`src/rtl/fifo_pkg.sv`:
```
// Shared types and defaults for the FIFO consumer-side logic.
package fifo_pkg;

  // Skid buffer occupancy; the encoding 2'd3 is unused and recovers to EMPTY.
  typedef enum logic [1:0] {
    EMPTY = 2'd0,
    ONE   = 2'd1,
    TWO   = 2'd2
  } occ_t;

  localparam int DATA_WIDTH_DEF = 8;

endpackage

```
`src/rtl/skid_buffer.sv`:
```
// Two-entry skid buffer: head register drives the output, skid register
// absorbs one extra word so the upstream pop never waits on downstream ready.
module skid_buffer
  import fifo_pkg::*;
#(
  parameter int DATA_WIDTH = DATA_WIDTH_DEF
) (
  input  logic                  clk,
  input  logic                  reset,
  input  logic                  push,
  input  logic [DATA_WIDTH-1:0] push_data,
  input  logic                  pop,
  output logic                  valid,
  output logic [DATA_WIDTH-1:0] data,
  output logic                  can_push
);

  occ_t                  occ_r;
  logic [DATA_WIDTH-1:0] head_r;
  logic [DATA_WIDTH-1:0] skid_r;
  logic                  xfer_s;

  // Outputs decode straight from registered state; the illegal code reads as EMPTY.
  assign valid    = (occ_r == ONE) || (occ_r == TWO);
  assign data     = head_r;
  assign can_push = (occ_r != TWO);
  assign xfer_s   = valid & pop;

  // Occupancy FSM with head/skid data capture.
  always_ff @(posedge clk) begin
    if (!reset) begin
      occ_r  <= EMPTY;
      head_r <= {DATA_WIDTH{1'b0}};
      skid_r <= {DATA_WIDTH{1'b0}};
    end else begin
      case (occ_r)
        EMPTY: begin
          if (push) begin
            head_r <= push_data;
            occ_r  <= ONE;
          end else begin
            occ_r  <= EMPTY;
          end
        end
        ONE: begin
          if (push && xfer_s) begin
            head_r <= push_data;
            occ_r  <= ONE;
          end else if (push) begin
            skid_r <= push_data;
            occ_r  <= TWO;
          end else if (xfer_s) begin
            occ_r  <= EMPTY;
          end else begin
            occ_r  <= ONE;
          end
        end
        TWO: begin
          // can_push is low here, so only the drain path exists.
          if (xfer_s) begin
            head_r <= skid_r;
            occ_r  <= ONE;
          end else begin
            occ_r  <= TWO;
          end
        end
        default: begin
          // Illegal code behaves as EMPTY and is cleaned up at this edge.
          if (push) begin
            head_r <= push_data;
            occ_r  <= ONE;
          end else begin
            occ_r  <= EMPTY;
          end
        end
      endcase
    end
  end

endmodule

```
`src/rtl/fifo_reader.sv`:
```
// Consumer-side FIFO engine: pops show-ahead FIFO words into a skid buffer
// and re-presents them as a valid/ready stream, counting delivered words.
module fifo_reader
  import fifo_pkg::*;
#(
  parameter int DATA_WIDTH  = DATA_WIDTH_DEF,
  parameter int COUNT_WIDTH = 16
) (
  input  logic                   clk,
  input  logic                   reset,
  input  logic                   enable,
  input  logic                   fifo_empty,
  input  logic [DATA_WIDTH-1:0]  fifo_data,
  output logic                   fifo_read,
  output logic                   out_valid,
  input  logic                   out_ready,
  output logic [DATA_WIDTH-1:0]  out_data,
  output logic [COUNT_WIDTH-1:0] word_count
);

  logic can_push_s;
  logic xfer_s;

  // Pop only from registered occupancy, never from out_ready; reset kills it.
  assign fifo_read = reset & enable & ~fifo_empty & can_push_s;
  assign xfer_s    = out_valid & out_ready;

  skid_buffer #(
    .DATA_WIDTH (DATA_WIDTH)
  ) u_skid (
    .clk       (clk),
    .reset     (reset),
    .push      (fifo_read),
    .push_data (fifo_data),
    .pop       (out_ready),
    .valid     (out_valid),
    .data      (out_data),
    .can_push  (can_push_s)
  );

  // Count completed output handshakes, wrapping naturally at all-ones.
  always_ff @(posedge clk) begin
    if (!reset) begin
      word_count <= {COUNT_WIDTH{1'b0}};
    end else if (xfer_s) begin
      word_count <= word_count + {{(COUNT_WIDTH-1){1'b0}}, 1'b1};
    end else begin
      word_count <= word_count;
    end
  end

endmodule

```
`config.mk`:
```
export PLATFORM = sky130hd
export DESIGN_NAME = fifo_reader
export DESIGN_NICKNAME = d
export VERILOG_FILES = /design/src/rtl/fifo_pkg.sv /design/src/rtl/skid_buffer.sv /design/src/rtl/fifo_reader.sv
export SDC_FILE = /design/constraint.sdc
export NUM_CORES = 1
export LEC_CHECK = 0
export ABC_CLOCK_PERIOD_IN_PS = 2700
export CELL_PAD_IN_SITES_DETAIL_PLACEMENT = 1
export CELL_PAD_IN_SITES_GLOBAL_PLACEMENT = 1
export CORE_UTILIZATION = 27
export CTS_CLUSTER_DIAMETER = 100
export DETAILED_ROUTE_END_ITERATION = 8
export PLACE_DENSITY_LB_ADDON = 0.1
export SLEW_MARGIN = 40
export SYNTH_ARGS = -nofsm -noshare
export SYNTH_HDL_FRONTEND = slang
export SYNTH_HIERARCHICAL = 1
export SYNTH_SLANG_ARGS = --single-unit
```
`constraint.sdc`:
```
create_clock -name clk -period 2.7 [get_ports clk]
set_clock_uncertainty 0.2 [all_clocks]
set_input_delay 0.675 -clock clk [delete_from_list [all_inputs] [get_ports clk]]
set_output_delay 0.675 -clock clk [all_outputs]
set_load 0.05 [all_outputs]
```
**Word level (Yosys, flattened, before mapping)**

Cells that the tools add are included.

- Add/subtract/negate cells: 1
- Equal/unequal tests: 5
- Muxes and demuxes: 10
- Bitwise logic cells: 6
- Reductions and logical operators: 5

Operators by type and width:

| kind | number |
|---|---|
| 2-to-1 mux 8 bit | 3 |
| adder 16 x 1 -> 16 bit, second input constant | 1 |
| one-hot mux 8 bit (2 select lines) | 1 |
| 2-to-1 mux 2 bit | 3 |
| AND reduction 3 bit | 2 |
| AND 1 bit | 4 |
| inequality test 2 bit, second input constant | 2 |
| one-hot mux 2 bit (2 select lines) | 1 |
| nonzero test 3 bit | 1 |
| == test 2 x 1 -> 1 bit, second input constant | 1 |
| == test 2 bit, second input constant | 1 |
| 2-to-1 mux 1 bit | 2 |
| inequality test 2 x 1 -> 1 bit, second input constant | 1 |
| NOT 1 bit | 2 |
| logical AND 1 bit | 1 |
| logical OR 1 bit | 1 |

- Flip-flop bits (word level): 34
- Bits of input ports: 13
- Output and inout bits: 26
- Word-level logic and storage cells: 31

**Depth between registers and ports, before layout**

- Word-level depth: 7
- Gate-level depth with buffers: 10
- Depth with buffers taken out: 9

**Hierarchy**

Netlist, hierarchy kept.

Modules (own cells, without submodules):

| module | times used | cells an instance | area an instance (um^2) | sequential area each (um^2) |
|---|---|---|---|---|
| skid_buffer | 1 | 91 | 902.1 | 360.3 |
| fifo_reader | 1 | 84 | 737.0 | 320.3 |

**Least setup slack after synthesis**

OpenSTA, ideal clock, no wires.

- Path type: flip-flop to flip-flop
- Start: register u_skid.occ_r[0]
- End: register u_skid.skid_r[0]
- Setup time: 116 ps
- Data arrival time: 2,180 ps
- Required time: 2,384 ps
- Setup slack: 204 ps
- Cell stages (with the launch flop): 11
- Buffers on the path: 2
- Clock period less this slack: 2,496 ps
- Cells stage by stage: dfxtp_1 inv_1 ha_1 buf_6 inv_6 and4b_1 ha_1 nand3b_1 buf_2 mux2i_1 nor2b_1

- Elaborated cells between the ends (all ways): 9
- Those cells by class: eq/ne (3); bitwise (3); reduce/logical (3)

RTL lines:

| item | RTL line | source |
|---|---|---|
| start: declaration | skid_buffer.sv:18 | `occ_t occ_r;` |
| start signal: assignment | skid_buffer.sv:32 | `occ_r <= EMPTY;` |
| start signal: assignment | skid_buffer.sv:40 | `occ_r <= ONE;` |
| start signal: assignment | skid_buffer.sv:42 | `occ_r <= EMPTY;` |
| inequality test 2 bit (*) | skid_buffer.sv:26 | `assign can_push = (occ_r != TWO);` |
| via can_push_s | fifo_reader.sv:21 | `logic can_push_s;` |
| AND 1 bit (*) | fifo_reader.sv:25 | `assign fifo_read = reset & enable & ~fifo_empty & can_push_s;` |
| via fifo_read | fifo_reader.sv:14 | `output logic fifo_read,` |
| logical AND 1 bit | skid_buffer.sv:46 | `if (push && xfer_s) begin` |
| NOT 1 bit (no line) | n/a |  |
| AND reduction 3 bit (no line) (*) | n/a |  |
| end signal: assignment | skid_buffer.sv:34 | `skid_r <= {DATA_WIDTH{1'b0}};` |
| end signal: assignment | skid_buffer.sv:50 | `skid_r <= push_data;` |
| end: declaration | skid_buffer.sv:20 | `logic [DATA_WIDTH-1:0] skid_r;` |

Mark *: on every way through the listed nets, which the timed path passes. The rest lies on a longest branch.
A chain may end at the register's enable or synchronous reset.

**Final worst setup path**

- Start: input port reset
- End: output port fifo_read

- Cells in the longest elaborated chain, start to end: 3

RTL lines:

| item | RTL line | source |
|---|---|---|
| start: declaration | fifo_reader.sv:10 | `input logic reset,` |
| AND 1 bit (3 in series) | fifo_reader.sv:25 |  |
| end: declaration | fifo_reader.sv:14 |  |

No other way between the ends.

==> results.txt <==
Setup total negative slack on the finished layout was measured at 0 ps. The share of cell area taken by muxes after synthesis works out to 15.3%. The later pin in the worst-skew pair is clocked with a latency of 280 ps.

Setup repair after global routing left no endpoint under its margin. Summing all multi-input logic gate instances after layout gives 882 sq um. The commonest cells after synthesis are 34 x sky130_fd_sc_hd__dfxtp_1, 26 x sky130_fd_sc_hd__nand2_1, 16 x sky130_fd_sc_hd__mux2i_1.

The hold violation count in the final report was 0. The most common flop cell mapped by yosys was sky130_fd_sc_hd__dfxtp_1. Area of the die: 0.00639 sq mm. Once the clock tree was built, the resizer swapped 0 gates to a different size. Across the whole layout, storage elements account for 681 sq um. The worst path buffer plus inverter count was 2; the number of setup buffers added after CTS was 0. The antenna cell count is 0, and the worst slew margin relative to its limit is 65.0%. After clock tree synthesis, the flow added hold-fix buffers numbering 0. The kind of cell with the highest combined delay on the critical path is buffers and inverters. TritonCTS built the clock tree.

The count of cells in the finished layout, fillers not included, comes to 294. The setup path with the least slack is of type input pin to output port. Core region area: 0.00589 sq mm.

In this run the horizontal extent of the chip is 79.9 um. After detailed routing, the average wire length per cell comes to 14.1 um. The number of nets at the end of the flow is 236, and the number of global-route vias before repair is 1,518.

The routed layout has 1,398 vias. The number of nets handed over by synthesis was 193. Data on the critical path arrives at its endpoint at 1690 ps. Synthesis-to-finish area growth: 35.6%. After synthesis, the cell types taking the most area are sky130_fd_sc_hd__dfxtp_1 42%, sky130_fd_sc_hd__mux2i_1 9.8%, sky130_fd_sc_hd__nand2_1 6.0%, sky130_fd_sc_hd__mux2_2 5.5%, sky130_fd_sc_hd__ha_1 3.8%. Setup violations remaining at the end of the flow were counted as 0. Sum of internal, switching and leakage power: 1.04 mW.

In the post-route analysis, the smallest setup slack over all paths is 134 ps. The path class of the lowest-slack min-delay path is flip-flop to flip-flop. In this run the tool buffered the top-level ports with 38 buffer cells. Counting the fill cells in the layout gives 690. The H-tree generated during clock tree synthesis spans 2 levels.

The critical path goes through clkdlybuf4s50_1, and4b_1, buf_12. The clock passes through at most 2 buffers. The total instance count after detailed placement was 286; the area of placed instances was 0.00213 sq mm. The first detailed-routing pass ran for 5 iterations. The tools report the required time at the endpoint of the critical path as 1820 ps.

IR analysis of the VDD net gives a maximum drop of 0.197 mV. Global routing consumed, over all layers together, 14.5% of the routing resources. The number of antenna violations at the first check in global routing is 0. The logs give 35 for the number of different library cells in the post-synthesis netlist and 28 for the placement row count.

Of all cell types, the one taking the most synthesized area is sky130_fd_sc_hd__dfxtp_1. During synthesis, Yosys emitted a total of 6 warnings. The mapped cell area came out at 0.00164 sq mm.

The clock root buffer was sky130_fd_sc_hd__clkbuf_8. In this run the static leakage power is 0.890 nW. The remaining number of nets flagged by the antenna check after routing was 0. By area, the combinational part of the netlist is dominated by simple AND/OR/NAND/NOR gates.

The run finished with clean final reports. In this run, the number of DRC markers left after iteration 0 of detailed routing was 43. The cell with the biggest individual delay on the critical path was sky130_fd_sc_hd__clkdlybuf4s50_1. The sum of overflow across all layers after global routing was 0; the proportion of layout cells with a drive suffix above 1 was 12.8%. The adder-cell share of the synthesized area works out to 3.82%.

In the routed design, unresolved DRC markers number 0. The parity-gate share of the synthesized area counting xor and xnor cells was 5.88%. The max-capacitance violation count was 0; the largest fanout of any net on the critical path was 5.

The synthesized design contains 34 register bits. Summed over all nets, the half-perimeter wirelength after detailed placement is 3150 um. At the end of routability-driven placement, the weighted congestion stood at 0.794. The clock transition at the registers of the reported paths came out at 70 ps. The share of synthesized cell area in and, or, nand and nor gates is 23.1%, and the average footprint of a synthesized cell is 9.37 sq um. STA classifies the critical path startpoint as an input pin. STA classifies the critical path endpoint as an output port.

The total wire length after detailed routing is 4150 um, and the average via count per standard cell is 4.76. The tools report the top-level port count as 39. The die height is 79.9 um. Summing the sequential cell areas from Yosys gives 41.5% of the chip area. The first global-routing pass estimated 6990 um of wire. The post-route cell area came out at 0.00222 sq mm.

TritonCTS created 5 clock buffers. After technology mapping, the gate count stands at 175. The area share of the largest cell type after synthesis came out at 41.5%. The minimum setup slack after placement was 25.7 ps. For the number of clock sinks, the log shows 34.

Yosys mapped a number of flops with a built-in enable equal to 0. Cell area power density: 466 mW/mm^2. The delay of the slowest critical-path stage was 470 ps. For the pin with the worst max-slew slack, the measured transition is 523 ps. The compound-cell area share of the yosys netlist came out at 5.80%. The final critical-path required period is 2570 ps, and the effective utilization at floorplan is 27.8%. Of all flip-flops after synthesis, the portion carrying an async set or reset was 0%. The post-route fraction of the period consumed by the critical path is 95.1%, and the fmax is 390 MHz. The logs give 28 for the pin count of the biggest net entering global routing and 0 for the max-slew violation total from the final report. The most numerous cell in the Yosys netlist is sky130_fd_sc_hd__dfxtp_1.
[cells in the final DEF (no fill, tap or decap), types with 3 or more instances in the layout]
master                            synthesis  layout
sky130_fd_sc_hd__inv_1                    8       8
sky130_fd_sc_hd__mux2i_1                 16      16
sky130_fd_sc_hd__nor3_1                   5       5
sky130_fd_sc_hd__dfxtp_1                 34      34
sky130_fd_sc_hd__nand3_1                  4       4
sky130_fd_sc_hd__xnor2_1                  6       6
sky130_fd_sc_hd__clkdlybuf4s50_1          0      36
sky130_fd_sc_hd__nand4_1                  3       3
sky130_fd_sc_hd__nand2_1                 26      26
sky130_fd_sc_hd__nor2_1                  13      13
sky130_fd_sc_hd__xor2_1                   5       5
sky130_fd_sc_hd__mux2_2                   8       8
sky130_fd_sc_hd__ha_1                     5       5
sky130_fd_sc_hd__buf_4                    0       4
sky130_fd_sc_hd__a21oi_1                  5       5
sky130_fd_sc_hd__clkbuf_8                 0       6
sky130_fd_sc_hd__nor2b_1                  8       8
[stage by stage]
stage          hold slack [ps]  util (%)
2_1_floorplan              280         -
6_report                   269      37.8
4_1_cts                    268      37.8
5_1_grt                    291      37.8
3_3_place_gp               246      36.2
3_5_place_dp               258      36.2
[per-layer routing]
layer,routed length (um),part of all wire (%),global-route usage (%)
met5,0,0,0
met3,209,5.0,4.80
met2,2280,55,28.9
met4,50,1.2,4.64
met1,1610,39,13.5
[where the power goes]
part	internal, mW	total, mW	leakage, nW	switching [mW]
combinational	0.0555	0.130	0.567	0.0749
clock	0.206	0.389	0.0482	0.183
sequential	0.511	0.517	0.275	0.00549
total	0.772	1.04	0.890	0.264
[worst min-delay path: stages (launching register included)]
cell and delay (ps):
sky130_fd_sc_hd__dfxtp_1 310, sky130_fd_sc_hd__nand2_1 50, sky130_fd_sc_hd__mux2i_1 50
[registers in the layout, summed over array words and instances (netlist names)]
name,flops
u_skid/data,8
u_skid/skid_r,8
word_count,16
u_skid/occ_r,2
[cell families (layout without fill, tap and decap cells)]
family / count (synthesis) / in the layout
AOI/OAI and AO/OA: 12 / 12
xor gates and xnor gates: 11 / 11
adders and majority gates: 5 / 5
buffers and inverters: 16 / 60
DFF: 34 / 34
muxes: 24 / 24
and+or+nand+nor: 73 / 73
[path summary, 6_finish.rpt]
path	cells after the start	endpoint	start	slack, ps
worst max register to register	9	u_skid/skid_r[3]$_SDFFE_PN0P_	u_skid/occ_r[0]$_SDFF_PN0_	480
worst min register to register	2	u_skid/data[1]$_SDFFE_PN0P_	u_skid/data[1]$_SDFFE_PN0P_	270
worst max-delay path	3	fifo_read	reset	130
worst min-delay path	2	u_skid/data[1]$_SDFFE_PN0P_	u_skid/data[1]$_SDFFE_PN0P_	270
[layout make-up]
cell class,instances,share of cell area [%]
clock buffer,7,3.89
clock inverter,1,0.225
inverter,10,1.97
multi-input combinational,125,39.7
sequential,34,30.6
tap,75,4.22
timing repair buffer,42,19.4
Note: power is estimated with default switching activity, not from simulation.
